**src/rtl/lut_pkg.sv**
```systemverilog
// Shared definitions for the programmable LUT bank: config states,
// table-width helper and the power-up truth table (minterms 0,2,4,6,7).
package lut_pkg;

    typedef enum logic [1:0] {
        IDLE   = 2'd0,
        LOAD   = 2'd1,
        COMMIT = 2'd2
    } cfg_state_t;

    function automatic int tt_width(input int n_in);
        return 1 << n_in;
    endfunction

    localparam logic [7:0] DEFAULT_TT = 8'hD5;

endpackage

```
**src/rtl/lut_cfg_loader.sv**
```systemverilog
// Serial table loader: collects TT_W bits MSB first into a shadow word,
// then strobes commit for one cycle so the top can swap the table in.
// Ports: clock, reset (async, active high); cfg_start/cfg_ch/cfg_valid/
// cfg_bit/cfg_abort in; cfg_busy/cfg_done/cfg_err status out;
// commit, commit_ch, shadow towards the table store.
module lut_cfg_loader #(
    parameter int N_IN = 3,
    parameter int N_CH = 2,
    parameter int CW   = 1,
    parameter logic [(2**N_IN)-1:0] DEFAULT_TT = 8'hD5
) (
    input  logic                   clock,
    input  logic                   reset,
    input  logic                   cfg_start,
    input  logic [CW-1:0]          cfg_ch,
    input  logic                   cfg_valid,
    input  logic                   cfg_bit,
    input  logic                   cfg_abort,
    output logic                   cfg_busy,
    output logic                   cfg_done,
    output logic                   cfg_err,
    output logic                   commit,
    output logic [CW-1:0]          commit_ch,
    output logic [(2**N_IN)-1:0]   shadow
);
    import lut_pkg::*;

    localparam int TT_W = tt_width(N_IN);
    localparam logic [N_IN-1:0] LAST = N_IN'(TT_W - 1);
    localparam logic [CW:0] N_CH_W = (CW + 1)'(N_CH);

    cfg_state_t        state, state_nx;
    logic [N_IN-1:0]   cnt, cnt_nx;
    logic [TT_W-1:0]   shadow_nx;
    logic [CW-1:0]     ch_nx;
    logic              err_nx;

    always_ff @(posedge clock or posedge reset) begin
        if (reset) begin
            state     <= IDLE;
            cnt       <= '0;
            shadow    <= DEFAULT_TT;
            commit_ch <= '0;
            cfg_err   <= 1'b0;
        end else begin
            state     <= state_nx;
            cnt       <= cnt_nx;
            shadow    <= shadow_nx;
            commit_ch <= ch_nx;
            cfg_err   <= err_nx;
        end
    end

    always_comb begin
        state_nx  = state;
        cnt_nx    = cnt;
        shadow_nx = shadow;
        ch_nx     = commit_ch;
        err_nx    = 1'b0;
        unique case (state)
            IDLE: begin
                if (cfg_start) begin
                    if ({1'b0, cfg_ch} < N_CH_W) begin
                        ch_nx    = cfg_ch;
                        cnt_nx   = '0;
                        state_nx = LOAD;
                    end else begin
                        err_nx = 1'b1;
                    end
                end
            end
            LOAD: begin
                if (cfg_abort) begin
                    state_nx = IDLE;
                end else if (cfg_valid) begin
                    shadow_nx = {shadow[TT_W-2:0], cfg_bit};
                    cnt_nx    = cnt + 1'b1;
                    if (cnt == LAST) begin
                        state_nx = COMMIT;
                    end
                end
            end
            COMMIT: begin
                state_nx = IDLE;
            end
            default: begin
                state_nx = IDLE;
            end
        endcase
    end

    assign cfg_busy = (state != IDLE);
    assign commit   = (state == COMMIT);
    assign cfg_done = commit;

endmodule

```
**src/rtl/prog_lut_bank.sv**
```systemverilog
// Bank of N_CH reloadable truth tables over N_IN shared inputs, each
// output ANDed with its gate bit; results are registered (1-cycle latency).
// Ports: clock, reset (async, active high); cfg_* serial config port;
// in_valid/in_vec/gate in; out_valid/out_raw/out_gated registered out.
module prog_lut_bank #(
    parameter int N_IN = 3,
    parameter int N_CH = 2,
    parameter logic [(2**N_IN)-1:0] DEFAULT_TT = lut_pkg::DEFAULT_TT,
    parameter int CW = (N_CH > 1) ? $clog2(N_CH) : 1
) (
    input  logic              clock,
    input  logic              reset,
    input  logic              cfg_start,
    input  logic [CW-1:0]     cfg_ch,
    input  logic              cfg_valid,
    input  logic              cfg_bit,
    input  logic              cfg_abort,
    output logic              cfg_busy,
    output logic              cfg_done,
    output logic              cfg_err,
    input  logic              in_valid,
    input  logic [N_IN-1:0]   in_vec,
    input  logic [N_CH-1:0]   gate,
    output logic              out_valid,
    output logic [N_CH-1:0]   out_raw,
    output logic [N_CH-1:0]   out_gated
);
    import lut_pkg::*;

    localparam int TT_W = tt_width(N_IN);

    logic              commit;
    logic [CW-1:0]     commit_ch;
    logic [TT_W-1:0]   shadow;
    logic [TT_W-1:0]   active [N_CH];
    logic [N_CH-1:0]   lut_bit;

    lut_cfg_loader #(
        .N_IN       (N_IN),
        .N_CH       (N_CH),
        .CW         (CW),
        .DEFAULT_TT (DEFAULT_TT)
    ) u_loader (
        .clock     (clock),
        .reset     (reset),
        .cfg_start (cfg_start),
        .cfg_ch    (cfg_ch),
        .cfg_valid (cfg_valid),
        .cfg_bit   (cfg_bit),
        .cfg_abort (cfg_abort),
        .cfg_busy  (cfg_busy),
        .cfg_done  (cfg_done),
        .cfg_err   (cfg_err),
        .commit    (commit),
        .commit_ch (commit_ch),
        .shadow    (shadow)
    );

    // Swap happens on the COMMIT edge, so a sample taken in that
    // same cycle still reads the old table.
    always_ff @(posedge clock or posedge reset) begin
        if (reset) begin
            for (int c = 0; c < N_CH; c++) begin
                active[c] <= DEFAULT_TT;
            end
        end else begin
            for (int c = 0; c < N_CH; c++) begin
                if (commit && commit_ch == CW'(c)) begin
                    active[c] <= shadow;
                end
            end
        end
    end

    always_comb begin
        lut_bit = '0;
        for (int c = 0; c < N_CH; c++) begin
            lut_bit[c] = active[c][in_vec];
        end
    end

    always_ff @(posedge clock or posedge reset) begin
        if (reset) begin
            out_valid <= 1'b0;
            out_raw   <= '0;
            out_gated <= '0;
        end else begin
            out_valid <= in_valid;
            if (in_valid) begin
                out_raw   <= lut_bit;
                out_gated <= lut_bit & gate;
            end
        end
    end

endmodule

```
**config.mk**
```make
export PLATFORM = sky130hd
export DESIGN_NAME = prog_lut_bank
export DESIGN_NICKNAME = d
export VERILOG_FILES = /design/src/rtl/lut_pkg.sv /design/src/rtl/lut_cfg_loader.sv /design/src/rtl/prog_lut_bank.sv
export SDC_FILE = /design/constraint.sdc
export NUM_CORES = 1
export LEC_CHECK = 0
export BUFFER_PORTS_ARGS = -buffer_cell sky130_fd_sc_hd__buf_2
export CAP_MARGIN = 5
export CORE_MARGIN = 2
export CORE_UTILIZATION = 45
export CTS_BUF_LIST = sky130_fd_sc_hd__clkbuf_4 sky130_fd_sc_hd__clkbuf_8
export CTS_CLUSTER_DIAMETER = 120
export DETAILED_ROUTE_END_ITERATION = 8
export HOLD_SLACK_MARGIN = 0.08
export PLACE_DENSITY_LB_ADDON = 0.15
export SYNTH_ARGS = -nofsm -noshare
export SYNTH_HDL_FRONTEND = slang
export SYNTH_SLANG_ARGS = --single-unit
```
**constraint.sdc**
```tcl
create_clock -name clock -period 3 [get_ports clock]
set_input_delay 0.15 -clock clock [delete_from_list [all_inputs] [get_ports clock]]
set_output_delay 0.15 -clock clock [all_outputs]
set_load 0.02 [all_outputs]
```
After elaboration in Yosys (flattened, before gate mapping)
Index checks and enable logic that the tools add are counted.
- add/subtract/negate cells: 1
- $mul: 0
- divide/modulo/power cells: 0
- $lt $le $gt $ge: 1
- equality and inequality tests: 8
- shift-type cells: 0
- mux-type cells: 13
- bitwise logic cells: 3
- reductions and logical operators: 9
- operators by type and width (cell ; count):
    $mux W3 ; 3
    $mux W2 ; 4
    $bmux W1 S3 ; 2
    $ne A2 B2 Y1 const B ; 3
    $pmux W3 S2 ; 1
    $reduce_and A3 Y1 ; 2
    $lt A3 B4 Y1 const B ; 1
    $pmux W2 S2 ; 1
    $reduce_and A4 Y1 ; 1
    $reduce_bool A2 Y1 ; 2
    $add A3 B1 Y3 const B ; 1
    $eq A3 B3 Y1 const B ; 1
    $ne A3 B2 Y1 const B ; 1
    $ne A3 B3 Y1 const B ; 1
    $and A2 B2 Y2 ; 1
    $eq A2 B1 Y1 const B ; 1
    $eq A2 B2 Y1 const B ; 1
    $logic_and A1 B1 Y1 ; 2
    $logic_not A2 Y1 ; 1
    $mux W1 ; 2
    $not A1 Y1 ; 2
    $reduce_and A2 Y1 ; 1
- register bits: 35
- bits in latches: 0
- memory bits (writable): 0
- bits in read-only memories: 0
- output and inout port bits: 8
- memories: 0

Logic depth before layout (Yosys ltp)
Gate-level depths: netlist of the first run.
- depth after elaboration: 5
- depth in mapped cells: 5
- mapped depth without buffers: 5

Hierarchy
A second synthesis of the first run with hierarchy kept.
- cells, all modules: 124
- area total of the unflattened synthesis: 1675.4 um^2
- modules (own cells, without submodules) (module ; instances ; cells each ; area each (um^2) ; sequential area each (um^2)):
    prog_lut_bank ; 1 ; 70 ; 1002.2 ; 538.0
    lut_cfg_loader ; 1 ; 54 ; 673.1 ; 356.6

Worst setup path before layout of the first run
Ideal clock, no wire load.
- path kind: register to register
- start: reg u_loader.state[1]
- end: reg active[11] (netlist name)
- setup time: 125 ps
- arrival time: 1247 ps
- required time: 2875 ps
- setup slack: 1628 ps
- cell stages (with the launch flop): 5
- clock period less this slack: 1372 ps
- cells stage by stage: dfrtp_1 -> nor2b_4 -> nor2b_4 -> buf_12 -> mux2_4
- cells in the longest elaborated chain, start to end: 2
- ends and longest elaborated chain (element ; RTL line ; text):
    from (decl) ; lut_cfg_loader.sv:32 ; cfg_state_t state, state_nx;
    from (signal assigned) ; lut_cfg_loader.sv:46 ; state <= state_nx;
    $eq A2 B2 Y1 ; lut_cfg_loader.sv:93 ; assign commit = (state == COMMIT);
    named net cfg_done ; prog_lut_bank.sv:19 ; output logic cfg_done,
    $logic_and A1 B1 Y1 ; prog_lut_bank.sv:68 ; if (commit && commit_ch == CW'(c)) begin
    to (signal, indexed assignment) ; prog_lut_bank.sv:69 ; active[c] <= shadow;
    to (decl) ; prog_lut_bank.sv:35 ; logic [TT_W-1:0] active [N_CH];
The timed path passes the listed nets, and every way through them passes these cells.
A chain may end at the register's enable or synchronous reset.

Worst setup path in the final report of the first run
- start: reg u_loader.state[0]
- end: reg u_loader.shadow[7]
- cells in the longest elaborated chain, start to end: 2
- ends and longest elaborated chain (element ; RTL line ; text):
    $eq A2 B1 Y1 ; lut_cfg_loader.sv:60 ; unique case (state)
    $reduce_and A3 Y1 (no source line) ; -- ;
    to (signal assigned) ; lut_cfg_loader.sv:48 ; shadow <= shadow_nx;
    to (decl) ; lut_cfg_loader.sv:24 ; output logic [(2**N_IN)-1:0] shadow
Every way passes these cells.

==> results of run 1 <==
-- cell usage after synthesis, types with 3 or more instances --
cell      n
mux2_2   12
o41ai_2   4
dfrtp_1  20
mux2_4   17
dfstp_2  15
nand2_1   9
inv_1     3
-- kinds of logic (layout without fill, tap and decap cells) --
family,Yosys count,after routing
flops,35,35
mux,30,30
simple gates,24,24
compound gates,14,14
buf+inv,7,33
fa+ha+maj,2,2
other cells,1,1
-- where the power goes --
group	internal [uW]	switching [uW]	leakage [uW]
combinational	101	67.9	0.000446
sequential	558	66.4	0.000419
clock	192	155	0.0000498
-- stage by stage --
| stage | hold WS (ns) | setup slack, ns | cells | instance area [um^2] | utilization (%) |
|---|---|---|---|---|---|
| floorplan | 0.181 | 1.63 | 113 | 1710 | - |
| global placement | 0.308 | 1.49 | 178 | 1830 | 50.0 |
| detailed placement | 0.321 | 1.40 | 178 | 1830 | 50.0 |
| CTS | 0.0982 | 1.39 | 187 | 1930 | 52.8 |
| global route | 0.103 | 1.33 | 187 | 1930 | 52.8 |
| finish | 0.108 | 1.42 | 187 | 1930 | 52.8 |
-- cell type report --
class / count / area (um^2) / area share (%)
inverter: 3 / 11.3 / 0.583
tap: 48 / 60.1 / 3.11
sequential: 35 / 895 / 46.3
multi-input combinational: 71 / 756 / 39.1
timing repair buffer: 22 / 120 / 6.21
clock buffer: 8 / 91.3 / 4.72
-- state kept, by name (all words and copies together), names as in the netlist --
signal,cells
u_loader.shadow,8
active,16
out_raw,2
u_loader.state,2
out_valid,1
out_gated,2
u_loader.commit_ch,1
u_loader.cnt,3
-- critical path: stages, from the launching register on --
cell and delay [ns]:
dfrtp_1 0.45, nand3b_1 0.14, nor2_2 0.51, mux2_2 0.41
-- layer usage --
| metal | track usage (%) | up-vias | part of all wire (%) | wire (um) |
|---|---|---|---|---|
| met4 | 7.03 | 0 | 2.2 | 61 |
| li1 | - | 450 | - | - |
| met5 | 0 | - | 0 | 0 |
| met2 | 25.0 | 21 | 50 | 1370 |
| met3 | 4.62 | 7 | 4.5 | 125 |
| met1 | 17.8 | 472 | 43 | 1190 |
-- worst min-delay path by stage --
stage,end,slack [ns],cells past startpoint
floorplan,out_valid,0.18,0
global placement,out_valid,0.31,1
detailed placement,out_valid,0.32,1
CTS,u_loader.commit_ch,0.1,2
global route,u_loader.commit_ch,0.10,2
finish,u_loader.commit_ch,0.11,2
-- cell usage in the layout (no fill, tap or decap), drive strengths merged --
cell / n
a21o: 1
mux2: 30
a211oi: 2
clkbuf: 8
nor2: 2
inv: 3
and2: 1
a21oi: 1
nand3b: 2
dfrtp: 20
dlygate4sd3: 1
and2b: 3
conb: 1
o41ai: 4
buf: 21
dfstp: 15
o22ai: 2
nor2b: 3
a22o: 2
ha: 2
a2111oi: 2
nand2: 10
nand2b: 3
-- timing repair --
item                      in CTS  in global routing
hold buffers                   1                  0
hold endpoints to repair       1                  0
gates resized for setup        0                  0
==> reports/qor.csv, run 1 <==
metric,value,unit
cts_max_level,2,
cts_root_buf,clkbuf_8,
min_from,cfg_ch,
synth_top_area_share,29.2,%
routed_via_density,5.08,
io_pins,21,
synth-seq-area-share,52.3,%
r2r_end,u_loader.shadow[7],
crit_path_end,u_loader.shadow[7],
synth_area,1710,um^2
synth_largest_area_cell,dfrtp_1,
hold_viol,0,
synth_fa_ha_area_share,1.46,%
diodes,0,
nNetsFinal,153,
setup_tns,0,ns
ys_top_cells_by_area,"dfrtp_1 (29%), dfstp_2 (23%), mux2_4 (15%)",
reg2reg_depth,3,
synth.area.mux_share,23.5,%
vias,950,
postRouteAntennaNets,0,
nFillCells,334,
std_cell_rows,22,
die_h,65.7,um
grt_pass1_wl,4730,um
first_pass_iters,4,
synthArstFlopShare,100,%
synthCells,113,
pwr_density_cell,590,nW/um^2
endpoint_kind,flop,
grt_max_degree,31,
rsz0062_at_grt,false,
cp.required,3.21,ns
drv_cap,0,
finalSetupViolations,0,
gp_congestion,0.754,
grt_util_all_layers,15.1,%
synth_seq_cells,35,
crit_fanout,12,
die_area,4310,um^2
post_cts_buffers,0,
routed_wl,2750,um
clock_path_buffers,2,
die_x,65.7,um
fin_crit_sh,52.8,%
clkTransAtPathRegs,0.06,ns
synth.distinct_cells,30,
skew,0.0121,ns
p_leak,0.000914,uW
crit_start,u_loader.state[0],
insertion_delay,0.28,ns
drive_gt1_share,64.0,%
drt_iter0_drc,21,
synthSimpleGateAreaFrac,8.77,%
route.detailed.drc,0,
path_class,reg2reg,
synth_top_family_by_area,multiplexers,
grt_pass1_vias,981,
maxSlewViolCount,0,
start_util,46.8,%
startpoint_type,flop,
avgSynthCellArea,15.1,um^2
slew_headroom,27.1,%
synth_xor_area_share,0,%
layout_min_cycle_time,1.58,ns
coreArea,3660,um^2
dp_hpwl,2040,um
finalPower,1140,uW
crit-reg2reg-launch,u_loader.state[0],
io_buffers,19,
syn-num-nets,128,
status,"complete, no violations",
cts_tree,yes,
synth_edf_count,0,
worst_pin_slew,1.09,ns
synth_compound_area_share,10.2,%
cts.sink_count,35,
reg2reg_slack,1.42,ns
wl_per_cell,14.7,um
hp-class,in2reg,
overflow,0,
syn2layout_area_growth,12.9,%
antenna_found_initial,0,
cp.arrival,1.79,ns
fmax,0.631,GHz
numCtsBuffers,5,
ir_drop,0.338,mV
yosys_warnings,0,
ys.flop_type,dfrtp_1,
No activity file was read; power rests on OpenSTA's default activity.
==> run 2: changes to the inputs <==
==> constraint.sdc (replaced) <==
create_clock -name clock -period 1.4 [get_ports clock]
set_input_delay 0.07 -clock clock [delete_from_list [all_inputs] [get_ports clock]]
set_output_delay 0.07 -clock clock [all_outputs]
set_load 0.02 [all_outputs]
==> run 2 against run 1 <==
Against the previous run:
- final cell count increased by 5.3%
- hold slack better by 0.18 ns
- die area did not move
- non-clock buffer count rose by 10
- via count increased by 4.0%
- first-iteration DRC count increased by 120%
- critical path type is now in2reg
- largest cell class unchanged
==> reports/qor.csv, run 2 (synthesis results as in run 1) <==
metric,value,unit
status,"complete, no violations",
dp_cells,180,
final_common_cell,dfrtp_1,
ir_drop,0.774,mV
rsz0062_at_grt,false,
routed_wl,3030,um
drt_iter0_drc,47,
postRouteAntennaNets,0,
gp_congestion,0.715,
numCtsBuffers,5,
die_h,65.7,um
cts_root_buf,clkbuf_8,
slowest_stage,dlygate4sd3_1,
first_pass_iters,3,
diodes,0,
cts_max_level,2,
nFillCells,314,
setup_tns,0,ns
wl_per_cell,15.4,um
largestRegisters,"active: 16 flops, u_loader.shadow: 8 flops, u_loader.cnt: 3 flops",
cts_tree,yes,
path_class,in2reg,
drive_gt1_share,61.1,%
insertion_delay,0.29,ns
pwr-share-seq,53.0,%
clock_path_buffers,2,
hp-class,in2reg,
pwr-share-comb,14.9,%
finalSetupViolations,0,
nNetsFinal,163,
switching_share,25.9,%
route.detailed.drc,0,
hold_viol,0,
dp_hpwl,2170,um
die_x,65.7,um
io_buffers,19,
fmax,0.745,GHz
grt_util_all_layers,16.6,%
cp.required,1.57,ns
grt_pass1_wl,5100,um
regMostFlops,active,
worstPathCellList,dlygate4sd3_1 -> buf_2 -> nand3b_1 -> nor2_2 -> buf_12 -> mux2_4,
clockPowerShare,32.0,%
skew,0.00454,ns
layoutNonFillerInstCount,197,
coreArea,3660,um^2
final_cell_mix,"dfrtp_1 (20), buf_2 (19), mux2_4 (17)",
grt_pass1_vias,1053,
startpoint_type,input pin,
endpoint_kind,flop,
critPathTopFamily,buffers and inverters,
pwr_density_cell,1240,nW/um^2
seqCellArea,895,um^2
fin_crit_sh,95.9,%
start_util,46.8,%
cts.sink_count,35,
crit_fanout,12,
routed_via_density,5.02,
clkTransAtPathRegs,0.07,ns
drv_cap,0,
p_leak,0.000970,uW
cts_resized,0,
largest_register_ffs,16,
overflow,0,
cp.arrival,1.52,ns
p_int,1900,uW
vias,988,
syn2layout_area_growth,20.7,%
multi_input_comb_area,756,um^2
grt_max_degree,36,
placed_cell_area,1870,um^2
slowest_delay,0.53,ns
maxSlewViolCount,0,
power_switching,663,uW
stdcell_area,2070,um^2
std_cell_rows,22,
antenna_found_initial,0,
critPathBufInv,3,
die_area,4310,um^2
layout_min_cycle_time,1.34,ns
io_pins,21,
==> run 2: per-layer routing <==
layer / GRT usage, % / wire [um] / vias up
met2: 28.5 / 1600 / 23
met1: 18.2 / 1230 / 481
li1: - / - / 476
met5: 0 / 0 / -
met4: 9.64 / 73 / 0
met3: 4.79 / 127 / 8
==> run 2: worst reg2reg max path, cell delays in order, from the launching register on <==
cell	delay, ns
dfrtp_1	0.44
nor2b_4	0.15
nor2b_4	0.17
buf_12	0.14
mux2_4	0.30
==> run 2: final cells by class <==
class / count / share of cell area, %
Sequential cell: 35 / 43.3
Multi-Input combinational cell: 71 / 36.6
Inverter: 3 / 0.545
Timing Repair Buffer: 32 / 11.6
Tap cell: 48 / 2.91
Clock buffer: 8 / 5.03
==> run 2: final timing paths <==
check                                   from                  to  slack, ns  depth (start not counted)
max in group asynchronous              reset  u_loader.shadow[0]       0.63                          4
hold / removal                     in_vec[2]          out_raw[1]       0.29                          3
setup reg to reg           u_loader.state[0]           active[9]       0.09                          4
setup / recovery                   cfg_abort  u_loader.shadow[3]       0.06                          6
hold reg to reg                 out_gated[0]        out_gated[0]       0.48                          2
min in group asynchronous              reset     u_loader.cnt[1]       0.42                          4
==> run 2: repair_timing <==
action / in CTS / in global routing
hold buffers: 9 / 0
hold endpoints to repair: 26 / 0
setup buffers: 0 / 0
==> run 2: power by group through the flow <==
| stage | Combinational (uW) | Clock [uW] | Sequential, uW |
|---|---|---|---|
| after floorplan | 280 | 0 | 1320 |
| after global placement | 356 | 0 | 1380 |
| after detailed placement | 370 | 0 | 1380 |
| after CTS | 389 | 849 | 1370 |
| after global routing | 419 | 899 | 1380 |
| final | 383 | 821 | 1360 |
==> run 2: metrics by stage <==
step	util, %	power (uW)	hold slack, ns	setup WS (ns)
6_report	56.4	2560	0.288	0.0570
5_1_grt	56.4	2700	0.287	0.0334
4_1_cts	56.4	2600	0.283	0.0643
3_5_place_dp	51.1	1750	0.192	0.0916
3_3_place_gp	51.1	1730	0.181	0.120
2_1_floorplan	-	1600	0.101	0.0284
==> run 3: changes to the inputs <==
==> constraint.sdc (replaced) <==
create_clock -name clock -period 1.4 [get_ports clock]
set_input_delay 0.07 -clock clock [delete_from_list [all_inputs] [get_ports clock]]
set_output_delay 0.07 -clock clock [all_outputs]
set_load 0.1 [all_outputs]
==> run 3 against run 2 <==
Against the previous run:
- clock skew is 0.0019 ns higher
- utilization is 0.20 points higher
- sequential cell count stayed put
- count of clock-buffer cells in the layout is 1 lower
- via count is 2.2% lower
- global-route usage is 0.80 points lower
- fmax hardly changed
- clock power is 2% lower
- sequential share of layout area is 0.16 points lower
- non-clock buffer count is 1 lower
- critical path type is now reg2reg
- largest power group unchanged
==> reports/qor.csv, run 3 (synthesis results as in run 1) <==
metric,value,unit
status,"complete, no violations",
skew,0.00643,ns
drive_gt1_share,61.5,%
path_class,reg2reg,
ir_drop,0.877,mV
dp_cells,180,
largest_register_ffs,16,
insertion_delay,0.29,ns
layout_min_cycle_time,1.34,ns
die_h,65.7,um
routed_via_density,4.93,
startpoint_type,flop,
grt_pass1_wl,4910,um
grt_max_degree,36,
regMostFlops,active,
maxSlewViolCount,0,
gp_congestion,0.702,
clock_path_buffers,2,
detailedPlace.worstSlack,0.0525,ns
routed_wl,2830,um
cts_tree,yes,
io_pins,21,
drv_cap,0,
layoutNonFillerInstCount,196,
nNetsFinal,162,
io_buffers,19,
endpoint_kind,flop,
final_cell_mix,"dfrtp_1 (20), mux2_4 (17), buf_2 (17)",
die_x,65.7,um
dp_hpwl,2070,um
cp.arrival,1.52,ns
pwr-share-comb,18.6,%
nFillCells,304,
stdcell_area,2070,um^2
route.detailed.drc,0,
crit_fanout,8,
die_area,4310,um^2
seqCellArea,895,um^2
wl_per_cell,14.4,um
p_int,1880,uW
clkTransAtPathRegs,0.07,ns
first_pass_iters,4,
syn2layout_area_growth,21.1,%
cts_max_level,2,
cp.required,1.58,ns
clockPowerShare,30.3,%
finalSetupViolations,0,
coreArea,3660,um^2
rsz0062_at_grt,false,
start_util,46.8,%
setup_tns,0,ns
power_switching,772,uW
cts_root_buf,clkbuf_8,
postRouteAntennaNets,0,
fmax,0.745,GHz
antenna_found_initial,0,
p_leak,0.000965,uW
final_common_cell,dfrtp_1,
worst_slack,0.0578,ns
pwr-share-seq,51.1,%
grt_pass1_vias,1032,
diodes,0,
std_cell_rows,22,
placed_cell_area,1890,um^2
hold_viol,0,
hp-class,in2reg,
cts.sink_count,35,
vias,966,
whs,0.0918,ns
multi_input_comb_area,756,um^2
largestRegisters,"active: 16 flops, u_loader.shadow: 8 flops, u_loader.cnt: 3 flops",
grt_util_all_layers,15.8,%
drt_iter0_drc,39,
pwr_density_cell,1280,nW/um^2
post_cts_buffers,0,
overflow,0,
fin_crit_sh,95.9,%
numCtsBuffers,5,
switching_share,29.1,%
## run 3: area by class of cell
| type | count | share of cell area [%] |
|---|---|---|
| clock inverter | 1 | 0.362 |
| inverter | 3 | 0.543 |
| clock buffer | 7 | 4.65 |
| timing repair buffer | 31 | 11.9 |
| sequential | 35 | 43.2 |
| tap | 48 | 2.90 |
| multi-input combinational | 71 | 36.5 |
## run 3: critical path: stages, from the launching register on
cell,delay (ns)
dfrtp_1,0.44
nor2b_4,0.19
nor2b_4,0.18
buf_12,0.14
mux2_4,0.29
## run 3: repair_timing
| item | CTS | global route |
|---|---|---|
| endpoints found under the hold margin | 26 | 0 |
| setup endpoints to repair | 0 | 1 |
| hold buffers | 8 | 0 |
| resized for setup | 0 | 2 |
## run 3: final timing paths
check                                   from           endpoint  slack [ns]  cells after the start
setup / recovery           u_loader.state[0]          active[9]        0.06                      4
hold / removal                     cfg_valid  u_loader.state[0]        0.09                      4
setup reg to reg           u_loader.state[0]          active[9]        0.06                      4
hold reg to reg                 out_gated[0]       out_gated[0]        0.48                      2
max in group asynchronous              reset          active[2]        0.65                      4
min in group asynchronous              reset    u_loader.cnt[2]        0.41                      4
## run 3: power groups by stage
stage	logic, uW	clock network, uW	registers (uW)
after detailed placement	479	0	1380
after global routing	525	881	1380
after CTS	497	840	1360
after global placement	469	0	1380
after floorplan	316	0	1390
final	492	803	1350
## run 3: stage by stage
| stage | total power, uW | utilization [%] |
|---|---|---|
| 2_1_floorplan | 1710 | - |
| 3_3_place_gp | 1840 | 51.5 |
| 3_5_place_dp | 1860 | 51.5 |
| 4_1_cts | 2700 | 56.6 |
| 5_1_grt | 2790 | 56.6 |
| 6_report | 2650 | 56.6 |
## run 3: layer usage
layer | vias to the layer above | track usage, % | wire, um
met5 | - | 0 | 0
met1 | 466 | 17.3 | 1180
met3 | 5 | 5.14 | 128
met4 | 0 | 6.25 | 51
li1 | 471 | - | -
met2 | 24 | 28.2 | 1480
